--- config.mk ---
export PLATFORM = sky130hd
export DESIGN_NAME = bypass_network
export DESIGN_NICKNAME = d
export VERILOG_FILES = /design/src/rtl/bypass_network.sv
export SDC_FILE = /design/constraint.sdc
export NUM_CORES = 1
export LEC_CHECK = 0
export CAP_MARGIN = 20
export CORE_MARGIN = 5
export CORE_UTILIZATION = 45
export DETAILED_ROUTE_END_ITERATION = 8
export DONT_BUFFER_PORTS = 1
export PLACE_DENSITY = 0.71
export RECOVER_POWER = 50
export SETUP_SLACK_MARGIN = 0.15
export SKIP_LAST_GASP = 1
export SLEW_MARGIN = 30
export SYNTH_ARGS = -nofsm -noshare
export SYNTH_HDL_FRONTEND = slang
export SYNTH_SLANG_ARGS = --single-unit
--- constraint.sdc ---
create_clock -name clk -period 5.9 [get_ports clk]
set_clock_uncertainty 0.15 [all_clocks]
set_input_delay 0.885 -clock clk [delete_from_list [all_inputs] [get_ports clk]]
set_output_delay 0.885 -clock clk [all_outputs]
set_load 0.1 [all_outputs]
--- src/rtl/bypass_network.sv ---
// EX-stage operand bypass network with a short retired-writeback history and a
// single-cycle load-use stall controller.
module bypass_network #(
  parameter int          XLEN    = 32,
  parameter int          NSRC    = 2,
  parameter int          HIST    = 2,
  parameter int          REGW    = 5,
  parameter logic [15:0] CNT_SAT = 16'hFFFF
) (
  input  logic                 clk,
  input  logic                 rst,
  input  logic                 mem_busy,
  input  logic                 id_valid,
  input  logic [NSRC*REGW-1:0] id_rs,
  input  logic                 idex_valid,
  input  logic                 idex_is_load,
  input  logic [REGW-1:0]      idex_rd,
  input  logic [NSRC*REGW-1:0] ex_rs,
  input  logic [NSRC*XLEN-1:0] ex_rf_data,
  input  logic                 exmem_valid,
  input  logic                 exmem_is_load,
  input  logic [REGW-1:0]      exmem_rd,
  input  logic [XLEN-1:0]      exmem_data,
  input  logic                 memwb_valid,
  input  logic [REGW-1:0]      memwb_rd,
  input  logic [XLEN-1:0]      memwb_data,
  output logic [NSRC*XLEN-1:0] ex_opnd,
  output logic [NSRC*2-1:0]    ex_src_sel,
  output logic                 stall_id,
  output logic                 bubble_ex,
  output logic                 fwd_err,
  output logic [15:0]          stall_cnt
);

  localparam logic [1:0] SEL_IDEX  = 2'b00;
  localparam logic [1:0] SEL_EXMEM = 2'b10;
  localparam logic [1:0] SEL_MEMWB = 2'b01;
  localparam logic [1:0] SEL_HIST  = 2'b11;

  typedef enum logic {RUN, LU_STALL} state_t;

  state_t            state_reg;
  logic [15:0]       stall_cnt_reg;
  logic              fwd_err_reg;
  logic [HIST-1:0]   hist_valid_reg;
  logic [REGW-1:0]   hist_rd_reg   [HIST];
  logic [XLEN-1:0]   hist_data_reg [HIST];

  logic [NSRC-1:0]   exmem_hit;
  logic [NSRC-1:0]   id_rs_match;
  logic              hazard;

  genvar gi;

  // Operand resolution: lowest-priority source assigned first, so later
  // assignments override (history oldest..newest, then MEM/WB, then EX/MEM).
  generate
    for (gi = 0; gi < NSRC; gi++) begin : g_opnd
      logic [REGW-1:0] rs;
      logic [XLEN-1:0] opnd_next;
      logic [1:0]      sel_next;
      logic            memwb_hit;

      assign rs            = ex_rs[gi*REGW +: REGW];
      assign exmem_hit[gi] = exmem_valid && (exmem_rd == rs) && (rs != '0);
      assign memwb_hit     = memwb_valid && (memwb_rd == rs) && (rs != '0);

      always_comb begin
        opnd_next = ex_rf_data[gi*XLEN +: XLEN];
        sel_next  = SEL_IDEX;
        if (rs != '0) begin
          for (int h = HIST - 1; h >= 0; h--) begin
            if (hist_valid_reg[h] && (hist_rd_reg[h] == rs)) begin
              opnd_next = hist_data_reg[h];
              sel_next  = SEL_HIST;
            end
          end
        end
        if (memwb_hit) begin
          opnd_next = memwb_data;
          sel_next  = SEL_MEMWB;
        end
        if (exmem_hit[gi]) begin
          opnd_next = exmem_data;
          sel_next  = SEL_EXMEM;
        end
      end

      assign ex_opnd[gi*XLEN +: XLEN] = opnd_next;
      assign ex_src_sel[gi*2 +: 2]    = sel_next;
    end

    for (gi = 0; gi < NSRC; gi++) begin : g_hazard
      assign id_rs_match[gi] = (id_rs[gi*REGW +: REGW] == idex_rd);
    end
  endgenerate

  assign hazard = id_valid && idex_valid && idex_is_load &&
                  (idex_rd != '0) && (|id_rs_match);

  // The hazard is ignored in LU_STALL so each load costs exactly one bubble.
  assign stall_id  = !rst && (state_reg == RUN) && hazard;
  assign bubble_ex = stall_id;
  assign fwd_err   = fwd_err_reg;
  assign stall_cnt = stall_cnt_reg;

  always_ff @(posedge clk) begin
    if (rst) begin
      state_reg      <= RUN;
      stall_cnt_reg  <= 16'd0;
      fwd_err_reg    <= 1'b0;
      hist_valid_reg <= '0;
    end else if (!mem_busy) begin
      case (state_reg)
        RUN:      state_reg <= hazard ? LU_STALL : RUN;
        LU_STALL: state_reg <= RUN;
        default:  state_reg <= RUN;
      endcase
      if (stall_id && (stall_cnt_reg != CNT_SAT))
        stall_cnt_reg <= stall_cnt_reg + 16'd1;
      // A load result is not available in EX/MEM; forwarding it is a pipeline bug.
      if (exmem_is_load && (|exmem_hit))
        fwd_err_reg <= 1'b1;
      hist_valid_reg[0] <= memwb_valid && (memwb_rd != '0);
      for (int h = 1; h < HIST; h++)
        hist_valid_reg[h] <= hist_valid_reg[h-1];
    end
  end

  always_ff @(posedge clk) begin
    if (!rst && !mem_busy) begin
      hist_rd_reg[0]   <= memwb_rd;
      hist_data_reg[0] <= memwb_data;
      for (int h = 1; h < HIST; h++) begin
        hist_rd_reg[h]   <= hist_rd_reg[h-1];
        hist_data_reg[h] <= hist_data_reg[h-1];
      end
    end
  end

endmodule

==> metrics.yaml <==
arrival_ns: 3.60
rsz0062_at_grt: "false"
seq_area_sq_mm: 0.00262
cts_root_buffer: "clkbuf_16"
grt_overflow: 0
synth_edf_count: 74
clk_pin_slew_ns: 0.07
seq_area_frac_synth: 0.374
cts-htree-levels: 3
hpwlAfterDp_mm: 17.1
cts_sinks: 94
viasPerCell: 6.30
p_per_area_mw_per_mm2: 217
relSlewSlack: -0.701
slowest_delay_ns: 0.78
crit_type: "primary input to primary output"
final_common_cell: "nor2_1"
via_count: 6426
status: "finished, violations left"
grt_usage: 0.250
die_w_microns: 135
start_util: 0.459
fillers: 1309
start_kind: "primary input"
drive_gt1_frac: 0.242
grt_pass1_vias: 6269
dr.first_iter.drc_count: 455
crit_chain: "xnor2_1 -> nand4_1 -> nor4_4 -> or3_2 -> o22ai_1 -> a211oi_4 -> buf_4"
yosys_warnings: 0
cts.path.max_buffers: 2
finalNetCount: 977
min_path_type: "flop to flop"
post-route-min-period_ns: 4.63
syn_avg_cell_area_sq_um: 8.97
dieArea_sq_mm: 0.0182
rows: 45
holdWs_ns: 0.323
ys_top_cells_by_area: "edfxtp_1 (32%), nor2_1 (6.6%), dfxtp_1 (5.7%), or3_1 (4.9%), nand2b_1 (4.7%)"
antenna_found_initial: 0
leakage_nw: 2.73
syn_area_sq_mm: 0.00700
ys_types: 61
final-setup-viol-count: 0
wl_mm: 23.6
numCtsBuffers: 9
cts_setup_buffers: 0
dr.pass1.iters: 5
cts_tree: "built"
design_power_total_mw: 1.89
syn_nets: 954
peakVddDrop_uv: 113
pin_count: 259
dpl-instance-area_sq_mm: 0.00845
fmax_mhz: 216
antenna_cells: 0
drc_errors: 0
tightest_slew_ns: 2.55
synthFlopType: "edfxtp_1"
synthCells: 781
area_growth_pct: 24.4
cap_violations: 1
grt_max_degree: 47
coreArea_sq_mm: 0.0153
hold_buffers: 0
ant_nets: 0
portBuffers: 0
end_kind: "primary output"
drv_slew: 47
hold_viol: 0
wl_per_cell_microns: 23.1
violations: "capacitance limit, slew limit"
design_area_sq_mm: 0.00871
gp_congestion: 0.851
largest_reg_flops: 64
grt_pass1_wl_mm: 35.5
ys_ff_latch: 94
synthArstFlopShare: 0
layout_common_cells: "nor2_1 (122), edfxtp_1 (74), buf_4 (66), o21ai_0 (60), or3_1 (54)"
insertion_delay_ns: 0.34
synth_top_area_frac: 0.317
die_y_microns: 135
yosysTopAreaCell: "edfxtp_1"
slowest_stage: "or3_2"
fin_crit_sh: 0.785
multiInputGateArea_sq_mm: 0.00479
crit_fanout: 28
cts-resized-gates: 0
required_ns: 4.87
## final timing paths
check                      start  slack, ns  cells after the start                   end
max                     ex_rs[0]       1.27                      7            ex_opnd[1]
min          hist_data_reg[0][8]       0.32                      0  hist_data_reg[0][40]
max reg2reg         stall_cnt[3]       2.48                      7         stall_cnt[10]
min reg2reg  hist_data_reg[0][8]       0.32                      0  hist_data_reg[0][40]
## worst max-delay path: cells and delay by family
family / cells / cell delay [ns]
buffers and inverters: 1 / 0.33
and+or+nand+nor: 3 / 1.66
AOI/OAI and AO/OA: 2 / 0.52
xor gates and xnor gates: 1 / 0.15
## routing by layer
layer  GRT usage  share of wire  vias up
met4      0.0916          0.025        0
met1       0.312           0.40     3158
li1            -              -     2925
met3      0.0674          0.096       37
met5           0              0        -
met2       0.415           0.48      306
## synth_stat cells, drive strengths merged, types with 5 or more instances
master and count:
a2111oi 23, a211oi 28, a21oi 17, a31oi 8, and3 5, buf 36
clkbuf 29, dfxtp 20, edfxtp 74, inv 9, nand2 27, nand2b 53
nand3 20, nand4 9, nor2 125, nor2b 12, nor3 12, nor4 6
o21ai 65, o221a 7, o22a 6, o22ai 28, or3 55, or4 10
xnor2 25, xor2 27
## through the flow
stage	TNS [ns]	instances	util	worst slack [ns]
finish	0	1020	0.571	1.27
global route	0	1020	0.571	1.08
CTS	0	1020	0.572	1.26
detailed placement	0	1004	0.554	1.26
global placement	0	1003	0.551	1.33
floorplan	-0.603	781	-	-0.603
## cells by family (layout without fill, tap and decap cells)
group                    after synthesis  after routing  synth area share
AO/OA/AOI/OAI                        208            208             0.237
XOR/XNOR                              52             52            0.0650
adder cells (fa/ha/maj)                1              1           0.00179
buffers and inverters                 74            102            0.0518
flip-flops                            94             94             0.374
multiplexers                           4              4           0.00607
AND/OR/NAND/NOR                      348            348             0.263
## where the power goes
group          total, mW  leakage (nW)  internal, mW  switching, mW
logic              0.572          1.74         0.150          0.422
registers          0.766         0.856         0.748         0.0178
clock network      0.553         0.139         0.311          0.242
## area by class of cell
class / instances / area share
Timing Repair Buffer: 77 / 0.0832
Clock buffer: 13 / 0.0300
Clock inverter: 3 / 0.00215
Tap cell: 211 / 0.0303
Inverter: 9 / 0.00402
Sequential cell: 94 / 0.301
Multi-Input combinational cell: 613 / 0.549
Note: power is estimated with default switching activity, not from simulation.
